$ cat config.mk
export PLATFORM = sky130hd
export DESIGN_NAME = uart_rx_cfg
export DESIGN_NICKNAME = d
export VERILOG_FILES = /design/src/rtl/uart_rx_cfg.sv
export SDC_FILE = /design/constraint.sdc
export NUM_CORES = 1
export LEC_CHECK = 0
export CAP_MARGIN = 20
export CELL_PAD_IN_SITES_DETAIL_PLACEMENT = 1
export CELL_PAD_IN_SITES_GLOBAL_PLACEMENT = 1
export CORE_AREA = 2 2 75 77
export DETAILED_ROUTE_END_ITERATION = 10
export DIE_AREA = 0 0 77 79
export PLACE_DENSITY_LB_ADDON = 0.12
export SLEW_MARGIN = 20
export SYNTH_ARGS = -nofsm -noshare
export SYNTH_HDL_FRONTEND = slang
export SYNTH_SLANG_ARGS = --single-unit
$ cat constraint.sdc
create_clock -name sysclk -period 2.95 [get_ports sysclk]
set_input_delay 0.295 -clock sysclk [delete_from_list [all_inputs] [get_ports sysclk]]
set_output_delay 0.295 -clock sysclk [all_outputs]
set_load 0.01 [all_outputs]
$ cat src/rtl/uart_rx_cfg.sv
// uart_rx_cfg: parametrised UART receiver (5..9 data bits, optional even/odd
// parity, 1 or 2 stop bits) with parity/framing error reporting and false
// start-bit rejection. Runs on sysclk with a synchronous active-high reset.
//
// Optional build macro UART_RX_MAJORITY_EN: when defined, every bit value is
// the 2-of-3 majority of three consecutive line samples around the bit
// centre; when undefined a single centre sample is used and the extra sample
// flops do not exist.
//
// Output protocol: o_rx_d is a one-cycle valid strobe with no ready/back
// pressure; o_rx_byte, o_parity_err and o_frame_err are valid in the strobe
// cycle and hold until the next strobe (or reset).
module uart_rx_cfg #(
    parameter int CLKS_PER_BIT = 1085,
    parameter int DATA_BITS    = 8,
    parameter int PARITY_MODE  = 0,
    parameter int STOP_BITS    = 1
) (
    input  logic                 sysclk,
    input  logic                 i_rst,
    input  logic                 i_rx,
    input  logic                 i_rx_serial,
    output logic                 o_rx_d,
    output logic [DATA_BITS-1:0] o_rx_byte,
    output logic                 o_parity_err,
    output logic                 o_frame_err,
    output logic                 o_busy
);

    localparam int CW = $clog2(CLKS_PER_BIT);
    localparam int BW = $clog2(DATA_BITS + 1);
    localparam logic [CW-1:0] CNT_LAST  = CW'(CLKS_PER_BIT - 1);
    localparam logic [CW-1:0] CNT_HALF  = CW'((CLKS_PER_BIT - 1) / 2);
    localparam logic [BW-1:0] BIT_LAST  = BW'(DATA_BITS - 1);
    localparam logic          STOP_LAST = (STOP_BITS == 2);
    localparam logic          ODD_PAR   = (PARITY_MODE == 2);

    typedef enum logic [2:0] {
        IDLE,
        START,
        DATA,
        PARITY,
        STOP,
        DONE
    } state_t;

    state_t               state, state_n;
    logic                 rx_meta, rx_s;
    logic                 bit_val;
    logic                 armed;
    logic [CW-1:0]        clk_cnt, clk_cnt_n;
    logic [BW-1:0]        bit_idx, bit_idx_n;
    logic                 stop_idx, stop_idx_n;
    logic [DATA_BITS-1:0] shreg, shreg_n;
    logic                 par_pend, par_pend_n;
    logic                 frm_pend, frm_pend_n;

    // Two-flop synchroniser for the asynchronous serial pin; idles high.
    always_ff @(posedge sysclk) begin
        if (i_rst) begin
            rx_meta <= 1'b1;
            rx_s    <= 1'b1;
        end else begin
            rx_meta <= i_rx_serial;
            rx_s    <= rx_meta;
        end
    end

`ifdef UART_RX_MAJORITY_EN
    logic rx_d1, rx_d2;

    // Two older line samples so the decision cycle sees centre-1, centre, centre+1.
    always_ff @(posedge sysclk) begin
        if (i_rst) begin
            rx_d1 <= 1'b1;
            rx_d2 <= 1'b1;
        end else begin
            rx_d1 <= rx_s;
            rx_d2 <= rx_d1;
        end
    end

    assign bit_val = (rx_s & rx_d1) | (rx_s & rx_d2) | (rx_d1 & rx_d2);
`else
    assign bit_val = rx_s;
`endif

    // A break leaves the line low after DONE; require the line to be seen
    // high again before another start edge is accepted.
    always_ff @(posedge sysclk) begin
        if (i_rst) armed <= 1'b1;
        else       armed <= rx_s | (armed & (state != DONE));
    end

    // State and datapath registers; result registers load on entry to DONE.
    always_ff @(posedge sysclk) begin
        if (i_rst) begin
            state        <= IDLE;
            clk_cnt      <= '0;
            bit_idx      <= '0;
            stop_idx     <= 1'b0;
            shreg        <= '0;
            par_pend     <= 1'b0;
            frm_pend     <= 1'b0;
            o_rx_byte    <= '0;
            o_parity_err <= 1'b0;
            o_frame_err  <= 1'b0;
        end else begin
            state    <= state_n;
            clk_cnt  <= clk_cnt_n;
            bit_idx  <= bit_idx_n;
            stop_idx <= stop_idx_n;
            shreg    <= shreg_n;
            par_pend <= par_pend_n;
            frm_pend <= frm_pend_n;
            if (state_n == DONE) begin
                o_rx_byte    <= shreg_n;
                o_parity_err <= par_pend_n;
                o_frame_err  <= frm_pend_n;
            end
        end
    end

    // Next-state and datapath logic; all decisions happen at bit centres.
    always_comb begin
        state_n    = state;
        clk_cnt_n  = clk_cnt;
        bit_idx_n  = bit_idx;
        stop_idx_n = stop_idx;
        shreg_n    = shreg;
        par_pend_n = par_pend;
        frm_pend_n = frm_pend;

        case (state)
            IDLE: begin
                if (i_rx && !rx_s && armed) begin
                    state_n    = START;
                    clk_cnt_n  = '0;
                    par_pend_n = 1'b0;
                    frm_pend_n = 1'b0;
                end
            end
            START: begin
                if (clk_cnt == CNT_HALF) begin
                    clk_cnt_n = '0;
                    bit_idx_n = '0;
                    state_n   = bit_val ? IDLE : DATA;
                end else begin
                    clk_cnt_n = clk_cnt + 1'b1;
                end
            end
            DATA: begin
                if (clk_cnt == CNT_LAST) begin
                    clk_cnt_n = '0;
                    shreg_n   = {bit_val, shreg[DATA_BITS-1:1]};
                    bit_idx_n = bit_idx + 1'b1;
                    if (bit_idx == BIT_LAST) begin
                        stop_idx_n = 1'b0;
                        state_n    = (PARITY_MODE != 0) ? PARITY : STOP;
                    end
                end else begin
                    clk_cnt_n = clk_cnt + 1'b1;
                end
            end
            PARITY: begin
                if (clk_cnt == CNT_LAST) begin
                    clk_cnt_n  = '0;
                    par_pend_n = (((^shreg) ^ bit_val) != ODD_PAR);
                    state_n    = STOP;
                end else begin
                    clk_cnt_n = clk_cnt + 1'b1;
                end
            end
            STOP: begin
                if (clk_cnt == CNT_LAST) begin
                    clk_cnt_n = '0;
                    if (!bit_val) frm_pend_n = 1'b1;
                    if (stop_idx == STOP_LAST) state_n = DONE;
                    else                       stop_idx_n = 1'b1;
                end else begin
                    clk_cnt_n = clk_cnt + 1'b1;
                end
            end
            DONE: begin
                state_n = IDLE;
            end
            default: begin
                state_n = IDLE;
            end
        endcase

        // Disabling the receiver abandons any frame in progress.
        if (state != IDLE && !i_rx) state_n = IDLE;
    end

    assign o_rx_d = (state == DONE);
    assign o_busy = (state != IDLE);

endmodule

; Word-level counts from Yosys, hierarchy flattened
; Index checks and enable logic that the tools add are counted.
[classes]
n_bitwise = 3
n_reduce_logical = 15
n_mux = 31
addsub = 2
eq_ne = 15
[op_table]
columns = operator, n
row1 = $mux W11, 3
row2 = $pmux W11 S3, 1
row3 = $mux W3, 8
row4 = $mux W8, 2
row5 = $pmux W3 S5, 1
row6 = $add A11 B1 Y11 const B, 1
row7 = $eq A11 B10 Y1 const B, 1
row8 = $eq A11 B11 Y1 const B, 1
row9 = $ne A2 B2 Y1 const B, 5
row10 = $eq A3 B3 Y1 const B, 3
row11 = $mux W1, 9
row12 = $mux W4, 2
row13 = $pmux W4 S2, 1
row14 = $reduce_xor A8 Y1, 1
row15 = $eq A3 B2 Y1 const B, 2
row16 = $pmux W1 S2, 3
row17 = $reduce_bool A3 Y1, 2
row18 = $add A4 B1 Y4 const B, 1
row19 = $eq A4 B3 Y1 const B, 1
row20 = $reduce_and A4 Y1, 1
row21 = $reduce_bool A2 Y1, 2
row22 = $eq A3 B1 Y1 const B, 1
row23 = $logic_and A1 B1 Y1, 3
row24 = $logic_not A3 Y1, 1
row25 = other kinds (9), 10
[totals]
inputBits = 4
out_inout_bits = 12
ff_bits = 42
word_cells = 79

; Longest topological paths before layout
; Gate-level depths: netlist of the first run.
[logic_depth]
word_depth = 7
mapped_depth = 9
ltp_nobuf = 7

; Least setup slack after synthesis of the first run
; Ideal clock, no wire load.
[synth_timing]
path_kind = register -> register
start = register clk_cnt[6]
end = register clk_cnt[1]
stages_incl_launch_ff = 8
setup_slack_ns = 0.802
arrival_ns = 2.022
synth_period_minus_slack_ns = 2.148
n_path_buf = 2
cell_sequence = dfxtp_1 or3_4 or4b_4 a221o_1 buf_6 buf_8 a22oi_4 nor2_2
[synth_between]
elab_chain_len = 3
word_cells_on_any_way = 5
cone_classes = eq/ne: 2 / mux: 3
[synth_lines]
columns = item, line_no
row1 = start: declaration, 51  ; logic [CW-1:0] clk_cnt, clk_cnt_n;
row2 = start signal: assignment, 110  ; clk_cnt <= clk_cnt_n;
row3 = $eq A11 B11 Y1 or $eq A11 B10 Y1 (tied branches), -
row4 = $mux W11 (on tied branches), -
row5 = $pmux W11 S3 *, 134  ; case (state)
; Mark *: on every way between the ends. The rest lies on a longest branch, timed or not.
; A chain may end at the register's enable or synchronous reset.

; Worst setup path after layout of the first run
[layout_timing]
start = register clk_cnt[0]
end = register clk_cnt[1]
[layout_between]
elab_chain_len = 3
word_cells_on_any_way = 6
cone_classes = add/sub: 1 / eq/ne: 2 / mux: 3
[layout_lines]
columns = item, line_no
row1 = $add A11 B1 Y11 (tied with other cells), -
row2 = $mux W11 (on tied branches), -
row3 = $pmux W11 S3 *, 134
; Marks and branches as above.

==> results.py, run 1 <==
metrics = {
    "status": {
        "run_status": "complete, no violations",
    },
    "detailed_routing": {
        "drc_errors": 0,
        "vias": 1633,
        "drt-total-wl_um": 4410,
        "wire_per_inst_um": 14.1,
        "first_pass_iters": 4,
        "ant_nets": 0,
        "drtIter0Drc": 77,
        "viasPerCell": 5.20,
    },
    "synth": {
        "async_flop_share_pct": 0,
        "synth_ff_type": "dfxtp_1",
        "synth-edff-count": 0,
        "synthCells": 232,
        "avgSynthCellArea_um2": 8.53,
        "synth-seq-cells": 41,
        "synthDistinctLibCells": 48,
        "synth_warnings": 0,
        "synth_fp_nets": 240,
        "netlist_area_um2": 1980,
        "ys_seq_area_share_pct": 41.5,
    },
    "critical_path": {
        "crit_required_ns": 3.14,
        "critPathKind": "register to register",
        "cp-start-kind": "register",
        "worstSetupEndpointType": "register",
        "cp.arrival_ns": 2.55,
        "cp_max_fo": 17,
    },
    "clock_tree": {
        "cts.sinks": 41,
        "cts_tree": "done",
        "ctsResizeCount": 0,
        "cts-hold-fix-buffers": 0,
        "clkTransAtPathRegs_ns": 0.08,
        "clk_latency_ns": 0.30,
        "cts-htree-levels": 2,
        "post-cts-setup-buffers": 0,
        "cts-root-buf": "clkbuf_8",
        "clockBufferDepth": 2,
        "cts_buffers": 5,
    },
    "pwr": {
        "ir_drop_mv": 0.206,
        "p_per_area_nw_per_um2": 435,
        "total_power_mw": 0.977,
        "p_leak_nw": 0.783,
    },
    "placed_design": {
        "hpwl_um": 3070,
        "port_buffers": 15,
        "gp_congestion": 0.748,
    },
    "global_route": {
        "grt_pass1_wl_um": 7730,
        "antenna_found_initial": 0,
        "grt_util_all_layers_pct": 16.1,
        "grt_pass1_vias": 1602,
        "grt_max_degree": 26,
        "grt_overflow": 0,
    },
    "die": {
        "start_util_pct": 37.1,
        "ioPinCount": 16,
        "fp.dieArea_um2": 6080,
        "rows": 27,
        "core_region_area_um2": 5340,
        "die_h_um": 79,
        "die_x_um": 77,
    },
    "sta": {
        "period_needed_ns": 2.36,
        "setup_viol": 0,
        "rsz0062_at_grt": "false",
        "fin_skew_ns": 0.00696,
        "slew_headroom_pct": 51.4,
        "worst_pin_slew_ns": 0.729,
        "period_share_pct": 79.9,
        "slew_violations": 0,
        "finalSetupTns_ns": 0,
        "fmax_mhz": 424,
        "hold_viol": 0,
    },
    "finish": {
        "layout_common_cells": "dfxtp_1 (41), nor2_1 (33), nand2_1 (25)",
        "drive_gt1_share_pct": 7.85,
        "synthToLayoutAreaGrowth_pct": 13.6,
        "mostFrequentLayoutCell": "dfxtp_1",
        "utilization_pct": 42.1,
        "multi_input_area_um2": 1060,
        "final_nets": 250,
        "n_antenna_cell": 0,
        "n_fill_cell": 662,
        "regArea_um2": 821,
    },
    "worst_hold_path": {
        "worstHoldPathType": "register to register",
    },
    "job": {
        "cap_violations": 0,
    },
}
metal layers:
layer  GRT usage, %  part of all wire (%)
met2           26.1                    45
met5              0                     0
met3           4.20                   2.2
met4           6.96                   1.4
met1           20.2                    52
flip-flops by register name, indices dropped and copies added (netlist names):
signal	count
shreg	8
bit_idx	4
rx_meta	1
o_frame_err	1
par_pend	1
frm_pend	1
o_rx_byte	8
o_parity_err	1
armed	1
clk_cnt	11
bit_val	1
state	3
layout make-up:
class,count,area share (%)
Tap cell,72,4.01
Sequential cell,41,36.5
Clock buffer,6,3.67
Inverter,6,1.00
Timing Repair Buffer,17,7.35
Multi-Input combinational cell,171,47.1
Clock inverter,1,0.334
report_power, final:
group          internal [mW]  leakage [nW]  switching [mW]
combinational         0.0138         0.409          0.0217
clock                  0.185        0.0433           0.198
sequential             0.555         0.331         0.00320
total                  0.754         0.783           0.223
cells in the mapped netlist (4+ instances only):
master    number  share of area [%]
mux2i_1        8                4.0
a211oi_1      10                3.8
nor2_1        33                6.3
ha_1           4                2.5
nor3_1         8                2.0
nor2b_1        4                1.3
xnor2_1        6                2.7
nand2_1       25                4.7
nand3_1       10                2.5
a31oi_1        8                2.5
dfxtp_1       41                 41
clkbuf_1      10                1.9
o21ai_0        7                1.8
a21oi_1        7                1.8
inv_1          6                1.1
worst paths after layout:
| check | start | endpoint | slack (ns) | cells after the start |
|---|---|---|---|---|
| min | rx_meta | bit_val | 0.42 | 1 |
| max | clk_cnt[0] | clk_cnt[1] | 0.59 | 7 |
| max reg2reg | clk_cnt[0] | clk_cnt[1] | 0.59 | 7 |
| min reg2reg | rx_meta | bit_val | 0.42 | 1 |
critical path, cell delays in order (launching register included):
cell,delay (ns)
dfxtp_1,0.35
inv_1,0.14
ha_1,0.17
nand4b_1,0.17
or3_2,0.51
a221o_1,0.59
a22oi_4,0.28
nor2_2,0.04
through the flow:
step                      cells  cell area (µm²)  hold WS [ns]  setup slack (ns)
after floorplan             232             1980         0.389             0.802
after global placement      307             2160         0.398             0.672
after detailed placement    307             2160         0.403             0.620
after CTS                   314             2250         0.425             0.585
after global routing        314             2250         0.447             0.323
final                       314             2250         0.420             0.592
cell families (layout without fill, tap and decap cells):
family | count (synthesis) | after routing | share of synthesized area [%]
AND/OR/NAND/NOR | 106 | 106 | 26.4
flip-flops | 41 | 41 | 41.5
AO/OA/AOI/OAI | 41 | 41 | 14.3
XOR/XNOR | 10 | 10 | 5.12
adder cells (fa/ha/maj) | 5 | 5 | 3.03
buffers and inverters | 20 | 30 | 4.99
multiplexers | 9 | 9 | 4.61
(Power assumes the default switching activity.)
==> inputs of run 2 (changes only) <==
- clock period: 2.95 -> 2.2 ns (I/O delays scaled with it)
==> run 2 against run 1 <==
Die area unchanged. Flip-flop and latch count stayed put. Clock power increased by 53%. Critical path type unchanged. Largest cell class unchanged. Highest routed layer unchanged.
==> results.py, run 2 (synthesis results as in run 1) <==
metrics = {
    "pwr": {
        "p_per_area_nw_per_um2": 577,
        "p_int_mw": 1.10,
        "power.switching_mw": 0.292,
        "p_clk_share_pct": 42.1,
        "swShare_pct": 20.9,
        "p_leak_nw": 0.882,
        "power_frac_seq_pct": 53.6,
        "combPwrFrac_pct": 4.3,
        "ir_drop_mv": 0.365,
    },
    "detailed_routing": {
        "first_pass_iters": 4,
        "drc_errors": 0,
        "drtIter0Drc": 66,
        "wire_per_inst_um": 13.5,
        "viasPerCell": 5.02,
        "ant_nets": 0,
        "vias": 1650,
        "drt-total-wl_um": 4460,
    },
    "sta": {
        "period_share_pct": 96.0,
        "setup_viol": 0,
        "fmax_mhz": 474,
        "finalSetupTns_ns": 0,
        "worst_pin_slew_ns": 0.600,
        "slew_headroom_pct": 59.9,
        "period_needed_ns": 2.11,
        "fin_skew_ns": 0.00573,
        "hold_viol": 0,
        "slew_violations": 0,
        "whs_ns": 0.419,
        "rsz0062_at_grt": "false",
    },
    "finish": {
        "reg.largest.list": "clk_cnt: 11 flops, o_rx_byte: 8 flops, shreg: 8 flops",
        "synthToLayoutAreaGrowth_pct": 21.9,
        "mostFrequentLayoutCell": "dfxtp_1",
        "layout_common_cells": "dfxtp_1 (41), nor2_1 (33), nand2_1 (25)",
        "top_register": "clk_cnt",
        "final_nets": 265,
        "instances_no_fill": 329,
        "drive_gt1_share_pct": 13.2,
        "n_fill_cell": 667,
        "largest_reg_flops": 11,
        "n_antenna_cell": 0,
    },
    "die": {
        "rows": 27,
        "core_region_area_um2": 5340,
        "ioPinCount": 16,
        "die_x_um": 77,
        "die_h_um": 79,
        "start_util_pct": 37.1,
        "fp.dieArea_um2": 6080,
    },
    "clock_tree": {
        "clkTransAtPathRegs_ns": 0.08,
        "cts.sinks": 41,
        "cts-htree-levels": 2,
        "clk_latency_ns": 0.29,
        "cts_buffers": 5,
        "ctsResizeCount": 0,
        "cts-root-buf": "clkbuf_8",
        "cts_tree": "done",
        "post-cts-setup-buffers": 0,
        "clockBufferDepth": 2,
        "cts-hold-fix-buffers": 0,
    },
    "critical_path": {
        "cpPeakStageDelay_ns": 0.51,
        "cp_max_fo": 17,
        "path_buf_inv": 1,
        "worstSetupEndpointType": "register",
        "critPathTopFamily": "simple AND/OR/NAND/NOR gates",
        "crit_path_cell_trace": "or3_4 -> or3_2 -> a221o_1 -> buf_12 -> a22oi_4 -> nor2_2",
        "critPathKind": "register to register",
        "cp-start-kind": "register",
        "crit_slowest_cell": "or3_2",
        "crit_required_ns": 2.39,
        "cp.arrival_ns": 2.30,
    },
    "placed_design": {
        "dp.cells": 322,
        "port_buffers": 15,
        "hpwl_um": 3250,
        "gp_congestion": 0.720,
    },
    "global_route": {
        "grt_pass1_vias": 1627,
        "antenna_found_initial": 0,
        "grt_overflow": 0,
        "grt_max_degree": 28,
        "grt_pass1_wl_um": 7820,
        "grt_util_all_layers_pct": 16.1,
    },
    "status": {
        "run_status": "complete, no violations",
    },
    "worst_hold_path": {
        "worstHoldPathType": "register to register",
    },
    "job": {
        "cap_violations": 0,
    },
}
-- run 2: cell count changes in the layout (fill, tap and decap cells not counted) --
cell,previous run,this run
buf_12,0,3
buf_4,2,14
bufinv_16,0,1
clkbuf_8,6,5
clkinv_2,0,1
clkinvlp_4,1,0
-- run 2: metrics by stage --
stage                     setup WS (ns)  power, mW  cell area, µm²  utilization [%]
after floorplan                  0.0525      0.799            1980                -
after global placement            0.132      0.824            2310             43.2
after detailed placement          0.105      0.824            2310             43.2
after CTS                        0.0852       1.42            2410             45.2
after global routing             0.0197       1.45            2410             45.2
final                            0.0884       1.39            2410             45.2
-- run 2: routing by layer --
metal / track usage (%) / part of all wire (%) / vias to the layer above
li1: - / - / 857
met1: 22.6 / 54 / 775
met2: 24.3 / 42 / 13
met3: 3.52 / 2.2 / 5
met4: 5.89 / 1.7 / 0
met5: 0 / 0 / -
-- run 2: final timing paths --
| kind | slack [ns] | depth (start not counted) | endpoint | start |
|---|---|---|---|---|
| worst max-delay path | 0.09 | 6 | clk_cnt[1] | clk_cnt[6] |
| worst min-delay path | 0.42 | 1 | bit_val | rx_meta |
| worst max register to register | 0.09 | 6 | clk_cnt[1] | clk_cnt[6] |
| worst min register to register | 0.42 | 1 | bit_val | rx_meta |
-- run 2: area by class of cell --
type / instances / area, µm² / area share, %
Multi-Input combinational cell: 171 / 1060 / 43.9
Tap cell: 72 / 90.1 / 3.73
Timing Repair Buffer: 32 / 315 / 13.1
Clock inverter: 2 / 35.0 / 1.45
Sequential cell: 41 / 821 / 34.0
Clock buffer: 5 / 68.8 / 2.85
Inverter: 6 / 22.5 / 0.934
-- run 2: power groups by stage --
stage	clock [mW]	combinational, mW	sequential [mW]
after floorplan	0	0.0349	0.764
final	0.586	0.0598	0.746
after global routing	0.640	0.0653	0.747
after CTS	0.614	0.0609	0.746
after detailed placement	0	0.0606	0.764
after global placement	0	0.0601	0.764
==> inputs of run 3 (changes only) <==
- clock period: 2.2 -> 2.3 ns (I/O delays scaled with it)
==> run 3 against run 2 <==
Wire length is 4.5% higher. Combinational power shrank 12%. Clock-buffer cell count did not move. Worst setup slack improved by 0.087 ns. Critical path depth is the same. Non-clock buffer count down 2. Cell count fell by 0.61%. First-iteration DRC count shrank 33%. Sequential share of layout area is 0.39 points higher. Critical path type unchanged. Critical endpoint unchanged. Largest power group unchanged.
==> results.py, run 3 (synthesis results as in run 1) <==
metrics = {
    "clock_tree": {
        "clockBufferDepth": 2,
        "post-cts-setup-buffers": 0,
        "cts-hold-fix-buffers": 0,
        "clk_latency_ns": 0.30,
        "cts_buffers": 5,
        "cts-root-buf": "clkbuf_8",
        "ctsResizeCount": 0,
        "clkTransAtPathRegs_ns": 0.08,
        "cts_tree": "done",
        "cts.sinks": 41,
        "cts-htree-levels": 2,
    },
    "sta": {
        "period_needed_ns": 2.12,
        "setup_viol": 0,
        "fmax_mhz": 471,
        "setup_slack_ns": 0.176,
        "slew_violations": 0,
        "whs_ns": 0.426,
        "slew_headroom_pct": 65.0,
        "period_share_pct": 92.4,
        "rsz0062_at_grt": "false",
        "hold_viol": 0,
        "worst_pin_slew_ns": 0.521,
        "fin_skew_ns": 0.00722,
        "finalSetupTns_ns": 0,
    },
    "status": {
        "run_status": "complete, no violations",
    },
    "die": {
        "ioPinCount": 16,
        "start_util_pct": 37.1,
        "die_x_um": 77,
        "die_h_um": 79,
        "fp.dieArea_um2": 6080,
        "rows": 27,
        "core_region_area_um2": 5340,
    },
    "placed_design": {
        "gp_congestion": 0.774,
        "port_buffers": 15,
        "place_ws_ns": 0.189,
        "hpwl_um": 3330,
    },
    "finish": {
        "n_antenna_cell": 0,
        "reg.largest.list": "clk_cnt: 11 flops, o_rx_byte: 8 flops, shreg: 8 flops",
        "largest_reg_flops": 11,
        "top_register": "clk_cnt",
        "final_nets": 263,
        "drive_gt1_share_pct": 12.5,
        "n_fill_cell": 658,
        "layout_common_cells": "dfxtp_1 (41), nor2_1 (33), nand2_1 (25)",
        "synthToLayoutAreaGrowth_pct": 20.5,
        "mostFrequentLayoutCell": "dfxtp_1",
    },
    "critical_path": {
        "crit_slowest_cell": "or4b_4",
        "critPathKind": "register to register",
        "cp_max_fo": 17,
        "path_buf_inv": 1,
        "crit_path_cell_trace": "or3_4 -> or4b_4 -> a221o_1 -> buf_12 -> a22oi_4 -> nor2_2",
        "cpPeakStageDelay_ns": 0.53,
        "critPathTopFamily": "simple AND/OR/NAND/NOR gates",
        "crit_required_ns": 2.49,
        "cp-start-kind": "register",
        "cp.arrival_ns": 2.32,
        "worstSetupEndpointType": "register",
    },
    "detailed_routing": {
        "drt-total-wl_um": 4660,
        "ant_nets": 0,
        "viasPerCell": 5.07,
        "drc_errors": 0,
        "first_pass_iters": 4,
        "drtIter0Drc": 44,
        "wire_per_inst_um": 14.2,
        "vias": 1658,
    },
    "global_route": {
        "grt_pass1_wl_um": 8110,
        "antenna_found_initial": 0,
        "grt_pass1_vias": 1716,
        "grt_max_degree": 21,
        "grt_overflow": 0,
        "grt_util_all_layers_pct": 16.7,
    },
    "pwr": {
        "ir_drop_mv": 0.270,
        "p_leak_nw": 0.865,
        "total_power_mw": 1.33,
        "p_per_area_nw_per_um2": 559,
    },
    "job": {
        "cap_violations": 0,
    },
    "worst_hold_path": {
        "worstHoldPathType": "register to register",
    },
}
-- run 3: changes by cell type in the layout (fill, tap and decap cells not counted) --
| cell | before | now |
|---|---|---|
| buf_12 | 3 | 2 |
| buf_4 | 14 | 13 |
-- run 3: area by class of cell --
| type | count | area (µm²) | area share [%] |
|---|---|---|---|
| clock buffers | 5 | 68.8 | 2.89 |
| clock inverters | 2 | 35.0 | 1.47 |
| inverters | 6 | 22.5 | 0.944 |
| multi-input cells | 171 | 1060 | 44.4 |
| flip-flops and latches | 41 | 821 | 34.4 |
| well taps | 72 | 90.1 | 3.78 |
| repair buffers | 30 | 288 | 12.1 |
-- run 3: per-layer routing --
| layer | wire length [µm] | vias to the layer above | share of wire [%] | GRT usage, % |
|---|---|---|---|---|
| met1 | 2460 | 790 | 53 | 22.7 |
| li1 | - | 851 | - | - |
| met2 | 2040 | 13 | 44 | 26.4 |
| met4 | 43 | 0 | 0.92 | 5.18 |
| met3 | 112 | 4 | 2.4 | 3.86 |
| met5 | 0 | - | 0 | 0 |
-- run 3: power by group --
| group | leakage [nW] | switching (mW) | internal, mW | total (mW) |
|---|---|---|---|---|
| Combinational | 0.480 | 0.0307 | 0.0221 | 0.0528 |
| Sequential | 0.331 | 0.00291 | 0.712 | 0.715 |
| Clock | 0.0540 | 0.250 | 0.316 | 0.565 |
| Total | 0.865 | 0.283 | 1.05 | 1.33 |
-- run 3: metrics by stage --
step	utilization (%)	cell area (µm²)	std cells
after global routing	44.7	2380	327
after floorplan	-	1980	232
after detailed placement	42.7	2280	320
after global placement	42.7	2280	320
final	44.7	2380	327
after CTS	44.7	2380	327
-- run 3: final timing paths --
| path | cells after the start | slack (ns) | startpoint | to |
|---|---|---|---|---|
| setup / recovery | 6 | 0.18 | clk_cnt[7] | clk_cnt[1] |
| hold / removal | 1 | 0.43 | rx_meta | bit_val |
| setup reg to reg | 6 | 0.18 | clk_cnt[7] | clk_cnt[1] |
| hold reg to reg | 1 | 0.43 | rx_meta | bit_val |
-- run 3: worst reg2reg max path, stage by stage, from the launching register on --
cell and delay (ns):
dfxtp_1 0.35, or3_4 0.41, or4b_4 0.53, a221o_1 0.35
buf_12 0.17, a22oi_4 0.18, nor2_2 0.04
